## src/rtl/vga_source_compositor_if.sv

```systemverilog
// Bundles the pixel-source inputs and VGA-side outputs of the source compositor.
// Source k occupies iRGB[k*3*COLOR_W +: 3*COLOR_W], packed {R,G,B}.
interface vga_source_compositor_if #(
  parameter int NUM_SRC = 2,
  parameter int SEL_W   = 1,
  parameter int COLOR_W = 4
);
  logic [NUM_SRC*3*COLOR_W-1:0] iRGB;
  logic                         iVGA_VS;
  logic [SEL_W-1:0]             iSel;
  logic [COLOR_W-1:0]           oRed;
  logic [COLOR_W-1:0]           oGreen;
  logic [COLOR_W-1:0]           oBlue;
  logic                         oVGA_VS;
  logic [SEL_W-1:0]             oActive;
  logic                         oBusy;

  modport master (
    output iRGB, iVGA_VS, iSel,
    input  oRed, oGreen, oBlue, oVGA_VS, oActive, oBusy
  );

  modport slave (
    input  iRGB, iVGA_VS, iSel,
    output oRed, oGreen, oBlue, oVGA_VS, oActive, oBusy
  );
endinterface

```

## src/rtl/vga_source_compositor.sv

```systemverilog
// Frame-synchronous N-way VGA source selector with optional black frames on a switch.
// 1-cycle pixel/VS latency; source changes commit on a falling VS edge.
module vga_source_compositor #(
  parameter int                 NUM_SRC      = 2,
  parameter int                 SEL_W        = 1,
  parameter int                 COLOR_W      = 4,
  parameter int                 BLANK_FRAMES = 1,
  parameter int                 RESET_SRC    = 0,
  parameter logic [NUM_SRC-1:0] VS_PASS_MASK = 2'b01
) (
  input logic                    iVGA_CLK,
  input logic                    iRST_n,
  vga_source_compositor_if.slave vif
);

  localparam int                PIX_W     = 3 * COLOR_W;
  localparam int                SEL_N     = 2 ** SEL_W;
  localparam logic [SEL_N-1:0]  VS_MASK   = SEL_N'(VS_PASS_MASK);
  localparam logic [SEL_W:0]    NUM_SRC_V = (SEL_W + 1)'(NUM_SRC);
  localparam logic [SEL_W-1:0]  RESET_SEL = SEL_W'(RESET_SRC);
  localparam logic [3:0]        BLANK_CNT = 4'(BLANK_FRAMES);

  typedef enum logic [1:0] {IDLE, WAIT_VS, BLANK} state_t;

  state_t             state_q, state_d;
  logic [SEL_W-1:0]   active_q, active_d;
  logic [SEL_W-1:0]   pending_q, pending_d;
  logic [3:0]         count_q, count_d;
  logic               vs_d_q, vs_d_d;
  logic [PIX_W-1:0]   pix_q, pix_d;
  logic               vs_out_q, vs_out_d;

  logic               sel_valid;
  logic               frame_edge;
  logic               commit;
  logic [PIX_W-1:0]   pix_sel;

  always_comb begin
    sel_valid  = ({1'b0, vif.iSel} < NUM_SRC_V);
    frame_edge = vs_d_q & ~vif.iVGA_VS;
    state_d    = state_q;
    active_d   = active_q;
    pending_d  = pending_q;
    count_d    = count_q;
    commit     = 1'b0;
    vs_d_d     = vif.iVGA_VS;

    case (state_q)
      IDLE: begin
        // An edge arriving with the request is deliberately not consumed here.
        if (sel_valid && (vif.iSel != active_q)) begin
          pending_d = vif.iSel;
          state_d   = WAIT_VS;
        end
      end
      WAIT_VS: begin
        if (sel_valid) pending_d = vif.iSel;
        if (frame_edge) begin
          if (BLANK_CNT == 4'd0) begin
            commit = 1'b1;
          end else begin
            state_d = BLANK;
            count_d = 4'd1;
          end
        end
      end
      BLANK: begin
        if (sel_valid) pending_d = vif.iSel;
        if (frame_edge) begin
          if (count_q == BLANK_CNT) commit = 1'b1;
          else                      count_d = count_q + 4'd1;
        end
      end
      default: state_d = IDLE;
    endcase

    if (commit) begin
      active_d = pending_d;
      state_d  = IDLE;
      count_d  = 4'd0;
    end
  end

  always_comb begin
    pix_sel = '0;
    for (int k = 0; k < NUM_SRC; k++) begin
      if (active_q == SEL_W'(k)) pix_sel = vif.iRGB[k*PIX_W +: PIX_W];
    end
    pix_d    = (state_q == BLANK) ? '0 : pix_sel;
    // VS follows the committed source, so blanking never touches it.
    vs_out_d = vif.iVGA_VS & VS_MASK[active_q];
  end

  always_ff @(posedge iVGA_CLK or negedge iRST_n) begin
    if (!iRST_n) begin
      state_q   <= IDLE;
      active_q  <= RESET_SEL;
      pending_q <= RESET_SEL;
      count_q   <= 4'd0;
      vs_d_q    <= 1'b1;
      pix_q     <= '0;
      vs_out_q  <= 1'b0;
    end else begin
      state_q   <= state_d;
      active_q  <= active_d;
      pending_q <= pending_d;
      count_q   <= count_d;
      vs_d_q    <= vs_d_d;
      pix_q     <= pix_d;
      vs_out_q  <= vs_out_d;
    end
  end

  assign vif.oRed    = pix_q[2*COLOR_W +: COLOR_W];
  assign vif.oGreen  = pix_q[COLOR_W +: COLOR_W];
  assign vif.oBlue   = pix_q[0 +: COLOR_W];
  assign vif.oVGA_VS = vs_out_q;
  assign vif.oActive = active_q;
  assign vif.oBusy   = (state_q != IDLE);

endmodule

```

## src/flat_wrapper.sv

```systemverilog
// flat-port wrapper written by rule: the top's interface ports become plain ports
module vga_source_compositor_flat 
#(
  parameter int                 NUM_SRC      = 2,
  parameter int                 SEL_W        = 1,
  parameter int                 COLOR_W      = 4,
  parameter int                 BLANK_FRAMES = 1,
  parameter int                 RESET_SRC    = 0,
  parameter logic [NUM_SRC-1:0] VS_PASS_MASK = 2'b01
)
  (iVGA_CLK, iRST_n, vif_iRGB, vif_iVGA_VS, vif_iSel, vif_oRed, vif_oGreen, vif_oBlue, vif_oVGA_VS, vif_oActive, vif_oBusy);
  vga_source_compositor_if #(.NUM_SRC(NUM_SRC), .SEL_W(SEL_W), .COLOR_W(COLOR_W)) vif_i ();
  input logic iVGA_CLK;
  input logic iRST_n;
  input wire logic [$bits(vif_i.iRGB)-1:0] vif_iRGB;
  input wire logic [$bits(vif_i.iVGA_VS)-1:0] vif_iVGA_VS;
  input wire logic [$bits(vif_i.iSel)-1:0] vif_iSel;
  output wire logic [$bits(vif_i.oRed)-1:0] vif_oRed;
  output wire logic [$bits(vif_i.oGreen)-1:0] vif_oGreen;
  output wire logic [$bits(vif_i.oBlue)-1:0] vif_oBlue;
  output wire logic [$bits(vif_i.oVGA_VS)-1:0] vif_oVGA_VS;
  output wire logic [$bits(vif_i.oActive)-1:0] vif_oActive;
  output wire logic [$bits(vif_i.oBusy)-1:0] vif_oBusy;
  assign vif_i.iRGB = vif_iRGB;
  assign vif_i.iVGA_VS = vif_iVGA_VS;
  assign vif_i.iSel = vif_iSel;
  assign vif_oRed = vif_i.oRed;
  assign vif_oGreen = vif_i.oGreen;
  assign vif_oBlue = vif_i.oBlue;
  assign vif_oVGA_VS = vif_i.oVGA_VS;
  assign vif_oActive = vif_i.oActive;
  assign vif_oBusy = vif_i.oBusy;
  vga_source_compositor #(.NUM_SRC(NUM_SRC), .SEL_W(SEL_W), .COLOR_W(COLOR_W), .BLANK_FRAMES(BLANK_FRAMES), .RESET_SRC(RESET_SRC), .VS_PASS_MASK(VS_PASS_MASK)) u_core (.iVGA_CLK(iVGA_CLK), .iRST_n(iRST_n), .vif(vif_i));
endmodule
```

## config.mk

```make
export PLATFORM = sky130hd
export DESIGN_NAME = vga_source_compositor_flat
export DESIGN_NICKNAME = d
export VERILOG_FILES = /design/src/rtl/vga_source_compositor_if.sv /design/src/rtl/vga_source_compositor.sv /design/src/flat_wrapper.sv
export SDC_FILE = /design/constraint.sdc
export NUM_CORES = 1
export LEC_CHECK = 0
export BUFFER_PORTS_ARGS = -buffer_cell sky130_fd_sc_hd__buf_2
export CAP_MARGIN = 15
export CORE_MARGIN = 1
export CORE_UTILIZATION = 51
export CTS_CLUSTER_DIAMETER = 200
export CTS_CLUSTER_SIZE = 10
export DETAILED_ROUTE_END_ITERATION = 12
export PLACE_DENSITY = 0.83
export SYNTH_ARGS = -nofsm -noshare
export SYNTH_HDL_FRONTEND = slang
export SYNTH_SLANG_ARGS = --single-unit
```

## constraint.sdc

```tcl
create_clock -name iVGA_CLK -period 4.1 [get_ports iVGA_CLK]
set_clock_uncertainty 0.1 [all_clocks]
set_input_delay 0.205 -clock iVGA_CLK [delete_from_list [all_inputs] [get_ports iVGA_CLK]]
set_output_delay 0.205 -clock iVGA_CLK [all_outputs]
set_load 0.02 [all_outputs]
```

# Word level (Yosys, flattened, before mapping)
# Cells that the tools add are included.
[word_totals] regBits=22 input_bits=28 out_inout_bits=15 word_cells=45
[classes] addsub=1 order_cmp=1 n_eq_ne=9 mux=18 bitwise_logic=3 reduce_logical=6
[ops] operator="two-way mux 12 bit" n=2
[ops] operator="two-way mux 4 bit" n=4
[ops] operator="!= test 3 x 1 -> 1 bit, second input constant" n=3
[ops] operator="case mux 4 bit (2 select lines)" n=1
[ops] operator="two-way mux 1 bit" n=6
[ops] operator="two-way mux 2 bit" n=3
[ops] operator="case mux 2 bit (3 select lines)" n=1
[ops] operator="adder 4 x 1 -> 4 bit, second input constant" n=1
[ops] operator="== test 4 x 1 -> 1 bit, second input constant" n=1
[ops] operator="AND reduction 4 bit" n=1
[ops] operator="!= test 3 x 2 -> 1 bit, second input constant" n=1
[ops] operator="AND reduction 3 bit" n=1
[ops] operator="nonzero test 3 bit" n=1
[ops] operator="AND 1 bit" n=2
[ops] operator="== test 2 x 1 -> 1 bit, second input constant" n=1
[ops] operator="== test 2 bit, second input constant" n=1
[ops] operator="zero test 2 bit" n=1
[ops] operator="< comparator 1 x 2 -> 1 bit, second input constant" n=1
[ops] operator="!= test 2 x 1 -> 1 bit, second input constant" n=1
[ops] operator="case mux 1 bit (2 select lines)" n=1
[ops] operator="nonzero test 2 bit" n=1
[ops] operator="OR reduction 2 bit" n=1
[ops] operator="!= test 1 bit" n=1
[ops] operator="NOT 1 bit" n=1

# Longest topological paths before layout
[logic_depth] word_depth=6 ltp_mapped=7 mapped_depth_nobuf=6

# Least setup slack after synthesis
# No wires, ideal clock.
[synth_path] kind="flip-flop to flip-flop" from="register u_core.state_q[0]" to="register u_core.count_q[0]" setup_ns=0.125 arrival_time_ns=1.484 required_time_ns=3.875 slack_ns=2.391 path_stages_with_launch=7 path_buffers=1 synth_period_minus_slack_ns=1.709 path_cell_list="dfrtp_1 inv_1 ha_1 buf_2 nor2_1 o21ai_2 mux2_2"
[synth_between] elab_chain_cells=4 elab_cells_between_ends=10 cone_classes="5 x eq/ne; 3 x mux; 2 x reduce/logical"
[synth_lines] item="from (decl)" line="vga_source_compositor.sv:25" rtl="state_t state_q, state_d;"
[synth_lines] item="from (signal assigned)" line="vga_source_compositor.sv:104" rtl="state_q <= state_d;"
[synth_lines] item="== test 2 bit" line="vga_source_compositor.sv:48" rtl="case (state_q)"
[synth_lines] item="two-way mux 1 bit" line="vga_source_compositor.sv:48"
[synth_lines] item="!= test 3 x 1 -> 1 bit (no line), or another cell as far along"
[synth_lines] item="AND reduction 4 bit (no line)"
[synth_lines] item="to (signal assigned)" line="vga_source_compositor.sv:107" rtl="count_q <= count_d;"
[synth_lines] item="to (decl)" line="vga_source_compositor.sv:28" rtl="logic [3:0] count_q, count_d;"
# Parallel ways exist; a longest one is shown, timed or not.
# A chain may end at the register's enable or synchronous reset.

# Worst setup path in the final report
# Same ends and word-level chain as after synthesis.

==> results.cfg <==
[layout]
drive_above_1_share = 0.413
area_growth_pct = 24.8
n_fill_cell = 157
fin_nets = 175
n_antenna_cell = 0
seq_area_um2 = 552
multi_input_area_um2 = 536

[sta]
finalSetupTns_ns = 0
relSlewSlack = 0.467
hold_viol = 0
tightest_slew_ns = 0.800
hold_ws_ns = 0.0378
worst_slack_ns = 1.87
slew_violations = 0
timing.fmax_ghz = 0.448
layout_min_cycle_time_ns = 2.23
rsz0062_at_grt = no
setup_viol = 0
finalCritPeriodShare = 0.545

[floorplanning]
dieArea_um2 = 2400
die_w_um = 49.0
start_util = 0.558
num_io_pins = 43
chipHeight_um = 49.0
row_count = 16
core-area_um2 = 2020

[synthesis]
synthMostInstantiatedCell = dfrtp_1
yosysWarnings = 0
async_reset_ff_frac = 1.00
synth_top_area_share = 0.466
syn_area_um2 = 1130
syn_inst = 94
syn_avg_cell_area_um2 = 12.0
syn-num-nets = 130
ys_top_cells_by_count = 21 x dfrtp_1, 13 x nor2_1, 12 x mux2i_1, 8 x ha_1
synth_cell_types = 33
yosysTopAreaCell = dfrtp_1
yosys-top-cells-area = dfrtp_1 47%, mux2i_1 11%, ha_1 8.9%, nor2_1 4.3%, mux2_4 2.7%
yosysSeqAreaShare = 0.489
synth_edf_count = 0
ys_ff_latch = 22
synth_ff_type = dfrtp_1

[clocking]
cts_sinks = 22
cts_tree = yes
clk_pin_slew_ns = 0.12
post_cts_buffers = 0
numCtsBuffers = 3
clockBufferDepth = 2
cts-root-buf = clkbuf_4
ctsHoldBuffers = 2
cts_resized = 0
htreeDepth = 1
insertion_delay_ns = 0.30

[detailed_routing]
routed_wl_um = 1930
dr.first_iter.drc_count = 2
avgViaCountPerCell = 4.95
drc = 0
vias = 817
ant_nets = 0
wl_per_cell_um = 11.7
dr.pass1.iters = 2

[worst_setup_path]
critPathMaxFanout = 19
end_kind = flop
cp.required_ns = 4.20
critPathArrivalTime_ns = 2.33
critical_path_class = reg2reg
crit_path_start_kind = flop

[hold_path]
hold_path_class = in2reg

[global_routing]
gr-total-overflow = 0
globalRouteTotalUtil = 0.194
grt_pass1_vias = 811
grt_max_degree = 23
grt_pass1_wl_um = 3530
antenna_found_initial = 0

[power_and_ir_drop]
leakage_nw = 0.716
p_total_mw = 0.970
ir_drop_mv = 0.374
power_density_nw_per_um2 = 690

[status]
status = finished clean

[placed_design]
portBuffers = 42
gp_congestion = 0.779
dp_hpwl_um = 1460
pre_cts_ws_ns = 1.88

[flow_run]
drv_cap = 0
-- area by class of cell --
cell class / instances / area share
Multi-Input combinational cell: 63 / 0.381
Inverter: 5 / 0.0133
Sequential cell: 22 / 0.392
Tap cell: 27 / 0.0240
Clock buffer: 4 / 0.0258
Timing Repair Buffer: 44 / 0.164
-- worst max-delay path, cell delays in order (launching register included) --
cell and delay, ns:
dfrtp_1 0.45, inv_1 0.13, ha_1 0.65, nor2_1 0.14, o21ai_2 0.29, mux2_2 0.37
-- sequential cells by signal, summed over array words and instances, names as in the netlist --
name	cells
u_core.count_q	4
u_core.state_q	2
u_core.vif.oVGA_VS	1
u_core.vif.oActive	1
u_core.pending_q	1
u_core.pix_q	12
u_core.vs_d_q	1
-- cells by family after synthesis --
family,Yosys count,synth area share
simple gates,26,0.121
compound gates,12,0.104
flops,22,0.489
fa+ha+maj,8,0.0888
xor+xnor,1,0.00777
mux,16,0.153
buf+inv,9,0.0355
-- placed cells by master, fill, tap and decap left out, drive strengths merged, types with 2 or more instances in the layout --
cell type	instances
o21ai	4
mux2i	12
nor2b	3
buf	42
dlygate4sd3	2
nor2	13
ha	8
inv	5
o41ai	2
dfrtp	21
mux2	4
nand2	4
clkbuf	4
o31ai	2
-- layer usage --
metal  vias up  global-route usage  share of wire
li1        409                   -              -
met4         0              0.0588         0.0088
met5         -                   0              0
met1       377               0.237           0.44
met2        29               0.336           0.49
met3         2              0.0467          0.059
-- where the power goes --
group / leakage, nW / internal, mW / switching, mW / total (mW)
registers: 0.269 / 0.297 / 0.0710 / 0.368
logic: 0.426 / 0.215 / 0.270 / 0.485
clock network: 0.0210 / 0.0541 / 0.0632 / 0.117
total: 0.716 / 0.566 / 0.405 / 0.970
-- worst paths after layout --
| kind | startpoint | end | slack [ns] | depth (start not counted) |
|---|---|---|---|---|
| hold / removal | vif_iRGB[10] | u_core.pix_q[10] | 0.04 | 3 |
| hold reg to reg | u_core.pending_q | u_core.pending_q | 0.45 | 2 |
| max in group asynchronous | iRST_n | u_core.vs_d_q | 3.26 | 2 |
| min in group asynchronous | iRST_n | u_core.count_q[1] | 0.29 | 2 |
| setup reg to reg | u_core.state_q[0] | u_core.count_q[0] | 1.87 | 5 |
| setup / recovery | u_core.state_q[0] | u_core.count_q[0] | 1.87 | 5 |
-- metrics by stage --
| stage | util | instance area, um2 | instances |
|---|---|---|---|
| 3_3_place_gp | 0.668 | 1350 | 159 |
| 2_1_floorplan | - | 1130 | 94 |
| 6_report | 0.696 | 1410 | 165 |
| 3_5_place_dp | 0.668 | 1350 | 159 |
| 5_1_grt | 0.696 | 1410 | 165 |
| 4_1_cts | 0.696 | 1410 | 165 |
Note: power is estimated with default switching activity, not from simulation.
